## src/rtl/partition_error_monitor.sv

```systemverilog
// -----------------------------------------------------------------------------
// partition_error_monitor
//
// Sweeps every input vector 0..2^IN_W-1 into an exact and an approximate
// partition that sit side by side, samples both responses and accumulates
// error metrics on chip: mismatch count, Hamming sum, absolute-error sum,
// maximum absolute error and the index of the first failing vector.
//
// Parameters
//   IN_W   partition input width; a sweep is 2^IN_W vectors
//   OUT_W  partition output width; outputs compared as unsigned integers
//   LAT    pipeline latency of the partition pair in cycles (0 = combinational)
//
// Ports
//   clk             rising-edge clock
//   rst_n           asynchronous active-low reset
//   start           pulse; begins a sweep from IDLE or DONE, ignored while busy
//   pi              stimulus vector driven to both partitions
//   pi_valid        pi is a live sweep vector this cycle
//   po_exact        exact partition output
//   po_approx       approximate partition output
//   busy            sweep or drain in progress
//   done            sweep finished; all results final and held
//   err_cnt         number of vectors with po_exact != po_approx
//   ham_sum         total number of differing output bits
//   abs_err_sum     sum of |po_exact - po_approx|
//   max_err         largest |po_exact - po_approx|
//   first_fail_idx  pi of the first mismatching vector of the sweep
//   first_fail_vld  at least one mismatch seen in the sweep
// -----------------------------------------------------------------------------
module partition_error_monitor #(
  parameter int IN_W  = 7,
  parameter int OUT_W = 4,
  parameter int LAT   = 0
) (
  input  logic                              clk,
  input  logic                              rst_n,
  input  logic                              start,
  output logic [IN_W-1:0]                   pi,
  output logic                              pi_valid,
  input  logic [OUT_W-1:0]                  po_exact,
  input  logic [OUT_W-1:0]                  po_approx,
  output logic                              busy,
  output logic                              done,
  output logic [IN_W:0]                     err_cnt,
  output logic [IN_W+$clog2(OUT_W+1)-1:0]   ham_sum,
  output logic [IN_W+OUT_W-1:0]             abs_err_sum,
  output logic [OUT_W-1:0]                  max_err,
  output logic [IN_W-1:0]                   first_fail_idx,
  output logic                              first_fail_vld
);

  localparam int POP_W = $clog2(OUT_W + 1);
  localparam int CNT_W = IN_W + 1;
  localparam int HAM_W = IN_W + POP_W;
  localparam int ABS_W = IN_W + OUT_W;
  localparam int DW    = (LAT > 1) ? $clog2(LAT) : 1;
  localparam logic [DW-1:0] DRAIN_LAST = (LAT > 0) ? DW'(LAT - 1) : '0;

  typedef enum logic [1:0] {
    IDLE,
    SWEEP,
    DRAIN,
    DONE
  } state_t;

  state_t          state, state_next;
  logic [DW-1:0]   drain_cnt;
  logic            last_vec;
  logic            launch;

  // ---------------------------------------------------------------------------
  // Control
  // ---------------------------------------------------------------------------
  assign last_vec = (pi == {IN_W{1'b1}});
  // A new sweep only launches from a quiet state; start while busy is dropped.
  assign launch   = start && ((state == IDLE) || (state == DONE));

  assign pi_valid = (state == SWEEP);
  assign busy     = (state == SWEEP) || (state == DRAIN);
  assign done     = (state == DONE);

  always_ff @(posedge clk or negedge rst_n) begin
    // NOTE: sequential state uses non-blocking assignments so every register
    // samples pre-edge values regardless of statement order.
    if (!rst_n) begin
      state <= IDLE;
    end else begin
      state <= state_next;
    end
  end

  always_comb begin
    // NOTE: the default first keeps every path assigned, so no latch is inferred.
    state_next = state;
    unique case (state)
      IDLE:  if (launch) state_next = SWEEP;
      SWEEP: if (last_vec) state_next = (LAT == 0) ? DONE : DRAIN;
      DRAIN: if (drain_cnt == DRAIN_LAST) state_next = DONE;
      DONE:  if (launch) state_next = SWEEP;
      default: state_next = IDLE;
    endcase
  end

  // Stimulus counter; holds its last value through DRAIN and DONE.
  always_ff @(posedge clk or negedge rst_n) begin
    if (!rst_n) begin
      pi <= '0;
    end else if (launch) begin
      pi <= '0;
    end else if ((state == SWEEP) && !last_vec) begin
      pi <= pi + IN_W'(1);
    end
  end

  // Counts the LAT cycles spent waiting for in-flight responses.
  always_ff @(posedge clk or negedge rst_n) begin
    if (!rst_n) begin
      drain_cnt <= '0;
    end else if (state == DRAIN) begin
      drain_cnt <= drain_cnt + DW'(1);
    end else begin
      drain_cnt <= '0;
    end
  end

  // ---------------------------------------------------------------------------
  // Response alignment: delay valid and index by the partition latency so a
  // sample is always tagged with the vector that produced it.
  // ---------------------------------------------------------------------------
  logic            rsp_valid;
  logic [IN_W-1:0] rsp_idx;

  generate
    if (LAT == 0) begin : g_no_delay
      assign rsp_valid = pi_valid;
      assign rsp_idx   = pi;
    end else begin : g_delay
      logic [LAT-1:0]  vld_sr;
      logic [IN_W-1:0] idx_sr [LAT];

      always_ff @(posedge clk or negedge rst_n) begin
        // NOTE: this small shift register is reset (unlike a RAM would be) so
        // no phantom samples emerge after a mid-sweep reset.
        if (!rst_n) begin
          vld_sr <= '0;
          for (int i = 0; i < LAT; i++) idx_sr[i] <= '0;
        end else begin
          vld_sr[0] <= pi_valid;
          idx_sr[0] <= pi;
          for (int i = 1; i < LAT; i++) begin
            vld_sr[i] <= vld_sr[i-1];
            idx_sr[i] <= idx_sr[i-1];
          end
        end
      end

      assign rsp_valid = vld_sr[LAT-1];
      assign rsp_idx   = idx_sr[LAT-1];
    end
  endgenerate

  // ---------------------------------------------------------------------------
  // Per-sample error terms
  // ---------------------------------------------------------------------------
  function automatic logic [POP_W-1:0] popcount(input logic [OUT_W-1:0] x);
    logic [POP_W-1:0] n;
    n = '0;
    for (int i = 0; i < OUT_W; i++) n = n + POP_W'(x[i]);
    return n;
  endfunction

  logic [OUT_W:0]   diff_wide;
  logic [OUT_W:0]   abs_d;
  logic [POP_W-1:0] ham_d;
  logic             mismatch;

  // One extra bit captures the borrow, which selects the sign correction.
  assign diff_wide = {1'b0, po_exact} - {1'b0, po_approx};
  assign abs_d     = diff_wide[OUT_W] ? (~diff_wide + 1'b1) : diff_wide;
  assign ham_d     = popcount(po_exact ^ po_approx);
  assign mismatch  = (po_exact != po_approx);

  // ---------------------------------------------------------------------------
  // Accumulators: cleared on launch, updated the cycle after each sample.
  // Widths cover a full sweep of worst-case errors, so no saturation needed.
  // ---------------------------------------------------------------------------
  always_ff @(posedge clk or negedge rst_n) begin
    if (!rst_n) begin
      err_cnt        <= '0;
      ham_sum        <= '0;
      abs_err_sum    <= '0;
      max_err        <= '0;
      first_fail_idx <= '0;
      first_fail_vld <= 1'b0;
    end else if (launch) begin
      err_cnt        <= '0;
      ham_sum        <= '0;
      abs_err_sum    <= '0;
      max_err        <= '0;
      first_fail_idx <= '0;
      first_fail_vld <= 1'b0;
    end else if (rsp_valid) begin
      ham_sum     <= ham_sum + HAM_W'(ham_d);
      abs_err_sum <= abs_err_sum + ABS_W'(abs_d);
      if (abs_d > {1'b0, max_err}) max_err <= abs_d[OUT_W-1:0];
      if (mismatch) begin
        err_cnt <= err_cnt + CNT_W'(1);
        // Only the first mismatch of a sweep is recorded.
        if (!first_fail_vld) begin
          first_fail_idx <= rsp_idx;
          first_fail_vld <= 1'b1;
        end
      end
    end
  end

endmodule

```

## config.mk

```make
export PLATFORM = sky130hd
export DESIGN_NAME = partition_error_monitor
export DESIGN_NICKNAME = d
export VERILOG_FILES = /design/src/rtl/partition_error_monitor.sv
export SDC_FILE = /design/constraint.sdc
export NUM_CORES = 1
export LEC_CHECK = 0
export BUFFER_PORTS_ARGS = -buffer_cell sky130_fd_sc_hd__buf_2
export CORE_MARGIN = 1.5
export CORE_UTILIZATION = 28
export DETAILED_ROUTE_END_ITERATION = 6
export GPL_TIMING_DRIVEN = 0
export PLACE_DENSITY = 0.45
export SYNTH_ARGS = -nofsm -noshare
export SYNTH_HDL_FRONTEND = slang
export SYNTH_SLANG_ARGS = --single-unit
export TNS_END_PERCENT = 10
```

## constraint.sdc

```tcl
create_clock -name clk -period 3.2 [get_ports clk]
set_input_delay 0.16 -clock clk [delete_from_list [all_inputs] [get_ports clk]]
set_output_delay 0.16 -clock clk [all_outputs]
set_load 0.02 [all_outputs]
```

# ---- Word level (Yosys, flattened, before mapping)
# Index checks and enable logic that the tools add are counted.
dict set report word_totals {
  regBits 51
  in_bits 11
  out_inout_bits 51
}
dict set report op_classes {
  addsub 10
  n_lt_le_gt_ge 1
  eq_ne 9
  mux 25
  n_bitwise 2
  n_reduce_logical 15
}
# cell n
set ops {}
lappend ops {{7-bit 2-to-1 mux} 6}
lappend ops {{8-bit 2-to-1 mux} 3}
lappend ops {{11-bit 2-to-1 mux} 2}
lappend ops {{10-bit 2-to-1 mux} 2}
lappend ops {{4-bit 2-to-1 mux} 3}
lappend ops {{11-bit by 5-bit adder with 11-bit output} 1}
lappend ops {{10-bit by 3-bit adder with 10-bit output} 1}
lappend ops {{8-bit by 1-bit adder with 8-bit output (second input constant)} 1}
lappend ops {{2-bit nonzero test} 4}
lappend ops {{7-bit by 1-bit adder with 7-bit output (second input constant)} 1}
lappend ops {{7-bit equality test (second input constant)} 1}
lappend ops {{2-bit 2-to-1 mux} 3}
lappend ops {{2-bit by 1-bit != test with 1-bit output (second input constant)} 3}
lappend ops {{2-bit case mux with 3 select lines} 1}
lappend ops {{3-bit AND reduction} 2}
lappend ops {{5-bit by 1-bit adder with 5-bit output (second input constant)} 1}
lappend ops {{5-bit by 4-bit > comparator with 1-bit output} 1}
lappend ops {{5-bit 2-to-1 mux} 1}
lappend ops {{5-bit inverter} 1}
lappend ops {{4-bit by 4-bit subtractor with 5-bit output} 1}
lappend ops {{2-bit equality test (second input constant)} 2}
lappend ops {{1-bit 2-to-1 mux} 4}
lappend ops {{4-bit != test} 1}
lappend ops {{2-bit AND reduction} 2}
lappend ops {{other kinds (12)} 14}

# ---- Depth between registers and ports, before layout
# Gate-level depths: netlist of the first run.
dict set report depth {
  depth_word 8
  depth_mapped 14
  depth_no_buf 14
}

# ---- Worst setup path before layout of the first run
# No wires, ideal clock.
dict set report synth_timing {
  path_type {input port to flip-flop}
  start {input po_exact[0]}
  end {register max_err[1]}
  setup_ns 0.092
  t_arrival_ns 2.742
  required_ns 3.108
  slack_ns 0.366
  stages 13
  path_cell_list {inv_1 -> ha_1 -> inv_1 -> fa_1 -> a21o_1 -> a21oi_1 -> mux2_1 -> ha_1 -> nor2b_1 -> o211ai_1 -> a21oi_4 -> or2_4 -> o31ai_2}
}
dict set report synth_between {
  elab_chain_len 7
}
# element line_no
set synth_rtl {}
lappend synth_rtl {{start, declared} 41} ;# input logic [OUT_W-1:0] po_exact,
lappend synth_rtl {{4-bit by 4-bit subtractor with 5-bit output *} 179} ;# assign diff_wide = {1'b0, po_exact} - {1'b0, po_approx};
lappend synth_rtl {{5-bit inverter} 180} ;# assign abs_d = diff_wide[OUT_W] ? (~diff_wide + 1'b1) : diff_wide;
lappend synth_rtl {{5-bit by 1-bit adder with 5-bit output} 180}
lappend synth_rtl {{5-bit 2-to-1 mux *} 180}
lappend synth_rtl {{5-bit by 4-bit > comparator with 1-bit output or 4-bit 2-to-1 mux (tied branches)} 206} ;# if (abs_d > {1'b0, max_err}) max_err <= abs_d[OUT_W-1:0];
lappend synth_rtl {{2-bit nonzero test (no source line) or 4-bit 2-to-1 mux (tied branches)} n/a}
lappend synth_rtl {{2-bit AND reduction (no source line) or 4-bit 2-to-1 mux (tied branches)} n/a}
lappend synth_rtl {{end signal, assigned} 206}
lappend synth_rtl {{end, declared} 48} ;# output logic [OUT_W-1:0] max_err,
# Mark *: on every way between the ends. The rest lies on a longest branch, timed or not. The select of a mux whose other input is x is not followed.
# A chain may end at the register's enable or synchronous reset.

# ---- Worst setup path in the final report of the first run
# Ends and elaborated chain as after synthesis.

==> results by group, run 1 <==
Outcome
  • Status: finished clean

Die
  • Core Rows: 37
  • Die ar.: 0.0113 mm²
  • Die span in x: 106 µm
  • Die height: ~110 µm
  • I/O pin count: just over 60
  • Starting Density: 0.289
  • Core Area: just over 0.01 mm²

Place
  • PortBufs: 61
  • Final GP Congestion: 0.707
  • DP Wirelength: about 5200 µm
  • Placed inst area: roughly 0.0035 mm²

CTS
  • Clk root buf: clkbuf_8
  • CTS tree: yes
  • Post-CTS setup buffer count: 0
  • CTS Buf Count: 5
  • Worst-path clk slew: roughly 0.090 ns
  • Num Clock Sinks: 51
  • Hold_buf cts: 0
  • Clock tree buffer depth: 2
  • Htree depth: 2
  • Clock latency on the worst-skew pair: 0.31 ns

Drt
  • Final Routed Wirelength: about 7000 µm
  • Via count: ~2300
  • Antenna Nets Post-Route: 0
  • Drt wl/cell: between 10 and 15 µm
  • First-pass DRT Iterations: 4
  • Drt via density: 4.62
  • Drt drc: 0
  • DR iter-0 viols: 60

Yosys
  • Ys async rst share: 1.00
  • Post-synthesis cell count: 298
  • Leading area contributor after synthesis: dfrtp_1
  • Synth Area per Inst: 10.0 µm²
  • Yosys warns: 0
  • Syn Nets: between 300 and 400
  • Seq/Total Area, Yosys: 0.428
  • Synth top area share: 0.428
  • Mapped Area: 0.00298 mm²
  • Yosys cell types: between 40 and 50
  • Post-synth top flop: dfrtp_1
  • Post-synth EDFFs: 0
  • Seq cells post-synth: slightly above 50
  • Synth area leaders: dfrtp_1 43%, ha_1 8.4%, nor2_1 4.9%, mux2i_1 4.4%, xnor2_1 3.5%

Timing
  • Layout Skew: 0.00943 ns
  • Slew Viols, Final: 0
  • RSZ-0062 raised after global routing: no
  • Crit path time final: around 2.8 ns
  • F_max: 353 MHz
  • Relative slew slack: 0.213
  • Fin crit share: 0.885
  • Setup TNS: 0 ns
  • Final setup viols: 0
  • WHS: between 0.08 and 0.09 ns
  • Final hold violation count: 0
  • Worst-margin pin slew: roughly 1.2 ns

Global routing
  • GRT Overall Usage: 0.131
  • First-pass GRT wire length: 11700 µm
  • Antenna violations before repair: 0
  • Vias in the first global route: between 2000 and 2500
  • Grt ovf: 0
  • Largest net degree at the start of global routing: 52

Pwr
  • Leak pwr: roughly 1.8 nW
  • Total power draw: roughly 2.9 mW
  • Max VDD drop: 0.000222 V
  • Power Density: 796 mW/mm²

Finish
  • Ant diodes: 0
  • Area Growth Syn to Fin: 20.6%
  • Finished Cell Area: 0.00360 mm²
  • Fill cells: roughly 1100
  • Post-layout nets: ~400
  • Final Util: 0.348
  • Share of layout cells above drive strength 1: 0.234

Critical path
  • CP max FO: 6
  • CP Cell Sequence: buf_2 > inv_1 > ha_1 > inv_1 > fa_1 > a21o_1 > a21oi_1 > mux2_1 > ha_1 > nor2b_1 > o211ai_1 > a21oi_4 > or2_4 > o31ai_2
  • Critical Path End Type: flip-flop
  • CP top delay family: compound AO/OA/AOI/OAI gates
  • CP max-delay cell: fa_1
  • R2R setup slack: 0.80 ns
  • Crit Path Category: input port to flip-flop
  • Critical R2R Capture: ham_sum[7]
  • Crit path buffers/inverters: 3
  • Data required time of the critical path: roughly 3.4 ns
  • Worst Setup Start Kind: input port
  • Worst Reg-to-Reg Cells: 7
  • Worst r2r src: ham_sum[0]
  • Delay of the slowest cell on the worst path: 0.43 ns
  • Worst Path Arrival: between 3 and 4 ns

Hold path
  • HP Class: input port to async pin

Run
  • Max-cap violations: 0
-- worst max-delay path by stage --
stage                     slack [ns]        endpoint  cells after the start        start
after CTS                       0.25  abs_err_sum[8]                     14  po_exact[0]
final                           0.37      max_err[1]                     14  po_exact[0]
after global placement         -0.07  abs_err_sum[8]                     14  po_exact[0]
after detailed placement       -0.05  abs_err_sum[8]                     14  po_exact[0]
after global routing            0.05  abs_err_sum[6]                     15  po_exact[0]
after floorplan                 0.37      max_err[1]                     13  po_exact[0]
-- cell usage after synthesis, types with 2 or more instances --
library cell,count
nand2b_1,2
and4_1,2
nor2b_1,4
a21o_1,2
buf_2,3
nor2_1,39
o21ai_0,12
dfrtp_1,51
fa_1,5
o21a_1,2
o31ai_2,2
a21oi_1,17
mux2i_1,13
o211ai_1,5
xor2_1,11
nand4_1,6
nand2_1,20
inv_1,20
and2_1,2
or3_1,9
ha_1,20
xnor2_1,12
and3_1,6
clkbuf_1,4
o21ai_1,2
a211oi_1,4
-- where the power goes --
group | leakage (nW) | internal [mW] | total [mW] | switching [mW]
clock network | 0.0644 | 0.312 | 0.535 | 0.223
logic | 1.09 | 0.547 | 1.40 | 0.848
registers | 0.682 | 0.784 | 0.932 | 0.147
total | 1.84 | 1.64 | 2.86 | 1.22
-- registers in the layout (all words and copies together), names as in the netlist --
register        count
abs_err_sum        11
ham_sum            10
err_cnt             8
first_fail_idx      7
pi                  7
max_err             4
state               2
drain_cnt           1
first_fail_vld      1
-- metal layers --
metal,up-vias,global-route usage,wire length [µm]
met5,-,0,0
met4,0,0.0347,89
met3,7,0.0215,234
met1,1117,0.181,3360
li1,1160,-,-
met2,41,0.212,3350
-- final cells by class --
class                      count  area, µm²  share of cell area
inverter                      21       78.8              0.0219
clock inverter                 3       67.6              0.0188
sequential                    51       1280               0.355
clock buffer                   5       68.8              0.0191
timing repair buffer          61        305              0.0849
tap                          136        170              0.0473
buffer                        10       52.6              0.0146
multi-input combinational    216       1580               0.439
-- through the flow --
| step | std cells | worst slack [ns] |
|---|---|---|
| floorplan | 298 | 0.366 |
| global placement | 495 | -0.0669 |
| detailed placement | 495 | -0.0505 |
| CTS | 503 | 0.247 |
| global route | 503 | 0.0490 |
| finish | 503 | 0.367 |
-- cells in the final DEF, fill, tap and decap left out, types with 2 or more instances in the layout --
cell       instances
a21oi_2            2
clkbuf_8           5
and2_1             2
bufinv_16          2
o21ai_0           12
o211ai_1           5
o21a_1             2
xor2_1            11
o31ai_2            2
a21oi_1           16
nor2b_1            4
a21o_1             2
inv_1             20
and3_1             6
xnor2_1           12
and4_1             2
a211oi_1           4
dfrtp_1           51
buf_2             64
fa_1               5
nand2b_1           2
or3_1              9
mux2i_1           13
clkbuf_1           4
nor2_1            39
nand4_1            6
ha_1              20
o21ai_1            2
nand2_1           20
-- kinds of logic (layout without fill, tap and decap cells) --
kind of cell             after synthesis  count (layout)  synth area share
AO/OA/AOI/OAI                         56              56             0.130
multiplexers                          14              14            0.0474
adder cells (fa/ha/maj)               25              25             0.118
AND/OR/NAND/NOR                       98              98             0.165
buffers and inverters                 31             100            0.0441
XOR/XNOR                              23              23            0.0676
flip-flops                            51              51             0.428
-- what timing repair did --
item                       4_1_cts  5_1_grt
hold endpoints to repair         0        0
setup endpoints to repair        0        3
gates resized for setup          0        1
(Power assumes the default switching activity.)
==> inputs of run 2 (changes only) <==
Settings changed: BUFFER_PORTS_ARGS -buffer_cell sky130_fd_sc_hd__buf_2 to default, DONT_BUFFER_PORTS from default to 1, PLACE_DENSITY 0.45 to 0.4.
==> results by group, run 2 (same netlist as run 1, synthesis figures left out) <==
Hold path
  • HP Class: input port to flip-flop
  • Worst Hold Path EP: state[1]
  • Hold Path Origin: start
  • Hold path cells: 2

Pwr
  • Combinational share of power: 0.422 (-0.065)
  • Max VDD drop: 0.000302 V (+36%)
  • Total power draw: 2.58 mW (-9.8%)
  • Switching share of power: 0.463 (+0.0372)
  • P_int: 1.39 mW (-16%)
  • Leak pwr: 1.53 nW (-17%)
  • Sw Pwr: 1.20 mW (-1.9%)
  • Power Density: 785 mW/mm² (-1.3%)
  • Clock group share of total power: 0.148 (-0.039)
  • Reg power frac: 0.430 (+0.104)

CTS
  • Clock tree buffer depth: 2 (unchanged)
  • Num Clock Sinks: 51 (unchanged)
  • Htree depth: 2 (unchanged)
  • Clk root buf: clkbuf_8
  • Clock latency on the worst-skew pair: 0.31 ns (about the same)
  • CTS Buf Count: 5 (unchanged)
  • Post-CTS Resized: 0 (unchanged)
  • Worst-path clk slew: 0.10 ns (about the same)
  • CTS tree: yes

Drt
  • Drt wl/cell: 16.0 µm (+14%)
  • First-pass DRT Iterations: 4 (unchanged)
  • Drt drc: 0 (unchanged)
  • Final Routed Wirelength: 7110 µm (+1.1%)
  • Drt via density: 4.75 (+2.7%)
  • Via count: 2112 (-9.2%)
  • Antenna Nets Post-Route: 0 (unchanged)
  • DR iter-0 viols: 46 (-23%)

Die
  • Core Rows: 37 (unchanged)
  • Starting Density: 0.289 (unchanged)
  • Die ar.: 0.0113 mm² (unchanged)
  • Die span in x: 106 µm (unchanged)
  • Core Area: 0.0103 mm² (unchanged)
  • Die height: 106 µm (unchanged)
  • I/O pin count: 62 (unchanged)

Place
  • DP Wirelength: 5260 µm (+1.7%)
  • Setup WS pre-CTS: -0.0306 ns (+0.0199 ns)
  • Placed cell count: 434 (-12%)
  • Final GP Congestion: 0.708 (+0.18%)
  • PortBufs: 0 (-100%)

Finish
  • Post-layout nets: 344 (-14%)
  • Largest registers: abs_err_sum: 11 flops, ham_sum: 10 flops, err_cnt: 8 flops
  • Non-Filler Instances: 445 (-12%)
  • Fill cells: 1082 (-1.2%)
  • Ant diodes: 0 (unchanged)
  • Most common cell after layout, fill and taps aside: dfrtp_1
  • Share of layout cells above drive strength 1: 0.0809 (-0.153)
  • Area Growth Syn to Fin: 10.3%
  • Max reg flops: 11 (unchanged)
  • Commonest non-fill, non-tap cells in the layout: 51 x dfrtp_1, 39 x nor2_1, 20 x inv_1, 20 x nand2_1, 20 x ha_1
  • Largest reg by FF count: abs_err_sum

Global routing
  • Largest net degree at the start of global routing: 52 (unchanged)
  • Vias in the first global route: 2187 (-4.7%)
  • First-pass GRT wire length: 11800 µm (+1.3%)
  • Grt ovf: 0 (unchanged)
  • GRT Overall Usage: 0.134 (+0.00324)
  • Antenna violations before repair: 0 (unchanged)

Critical path
  • Data required time of the critical path: 3.44 ns (+0.02 ns)
  • Crit Path Category: input port to flip-flop
  • Critical Path End Type: flip-flop
  • Worst r2r src: ham_sum[0]
  • Critical R2R Capture: ham_sum[9]
  • R2R setup slack: 0.65 ns (-0.15 ns)
  • Worst Setup Start Kind: input port
  • Worst Path Arrival: 3.16 ns (+0.11 ns)
  • CP max FO: 6 (unchanged)
  • Worst Reg-to-Reg Cells: 8 (+1)

Timing
  • Final hold violation count: 0 (unchanged)
  • Crit path time final: 2.93 ns (+0.0940 ns)
  • Setup TNS: 0 ns (unchanged)
  • Worst-margin pin slew: 0.644 ns (-0.535 ns)
  • F_max: 342 MHz (-3.2%)
  • Slew Viols, Final: 0 (unchanged)
  • Worst Slack Setup Final: 0.273 ns (-0.0940 ns)
  • Layout Skew: 0.00970 ns (+0.000269 ns)
  • Relative slew slack: 0.570 (+0.357)
  • Fin crit share: 0.915 (+0.0294)
  • Final setup viols: 0 (unchanged)
  • RSZ-0062 raised after global routing: no

Outcome
  • Status: finished clean

Run
  • Max-cap violations: 0 (unchanged)
-- run 2: cell count changes in the layout (fill, tap and decap cells not counted) --
cell and change:
a21oi_2 -1, buf_2 -61, bufinv_16 -2, buf_16 +1, clkinv_2 +1, clkinvlp_4 +1
dlygate4sd3_1 +2, a21oi_1 +1
-- run 2: power by group through the flow --
stage          registers (mW)  logic [mW]  clock network, mW
6_report                 1.11        1.09              0.382
3_3_place_gp             1.13        1.07                  0
5_1_grt                  1.15        1.25              0.426
4_1_cts                  1.12        1.12              0.403
3_5_place_dp             1.14        1.08                  0
2_1_floorplan            1.07       0.867                  0
-- run 2: how the worst max path moves through the flow --
stage                           start         endpoint  slack, ns  cells past startpoint
after floorplan           po_exact[0]       max_err[1]       0.37                     13
after CTS                 po_exact[0]   abs_err_sum[6]       0.26                     13
final                     po_exact[0]   abs_err_sum[8]       0.27                     13
after global routing      po_exact[0]  abs_err_sum[10]       0.03                     13
after global placement    po_exact[0]   abs_err_sum[6]      0.001                     13
after detailed placement  po_exact[0]   abs_err_sum[6]      -0.03                     13
-- run 2: routing by layer --
metal | wire length, µm | global-route usage
met5 | 0 | 0
met4 | 80 | 0.0319
met3 | 485 | 0.0435
met2 | 3360 | 0.219
met1 | 3180 | 0.171
-- run 2: cell type report --
type,instances,area (µm²),share of cell area
Tap cell,136,170,0.0518
Multi-Input combinational cell,216,1570,0.479
Clock buffer,5,68.8,0.0209
Clock inverter,3,20.0,0.00609
Inverter,21,78.8,0.0240
Sequential cell,51,1280,0.388
Buffer,10,52.6,0.0160
Timing Repair Buffer,3,47.5,0.0145
-- run 2: metrics by stage --
step	util	instance area, µm²	hold slack [ns]
after global placement	0.305	3150	-0.135
after detailed placement	0.305	3150	-0.135
after CTS	0.319	3290	0.0132
after floorplan	-	2980	-0.136
after global routing	0.319	3290	0.0252
final	0.319	3290	0.0284
-- run 2: critical path, stage by stage --
cell and delay (ns):
inv_1 0.04, ha_1 0.17, inv_1 0.06, fa_1 0.43
a21o_1 0.20, a21oi_1 0.20, mux2_1 0.44, fa_1 0.46
a21oi_1 0.18, o21bai_1 0.11, a21oi_1 0.38, o21ai_0 0.17
a21oi_1 0.14
-- run 2: repair_timing --
item | CTS | global route
setup buffers | 0 | 0
hold buffers | 3 | 0
setup endpoints to repair | 0 | 0
endpoints found under the hold margin | 52 | 0
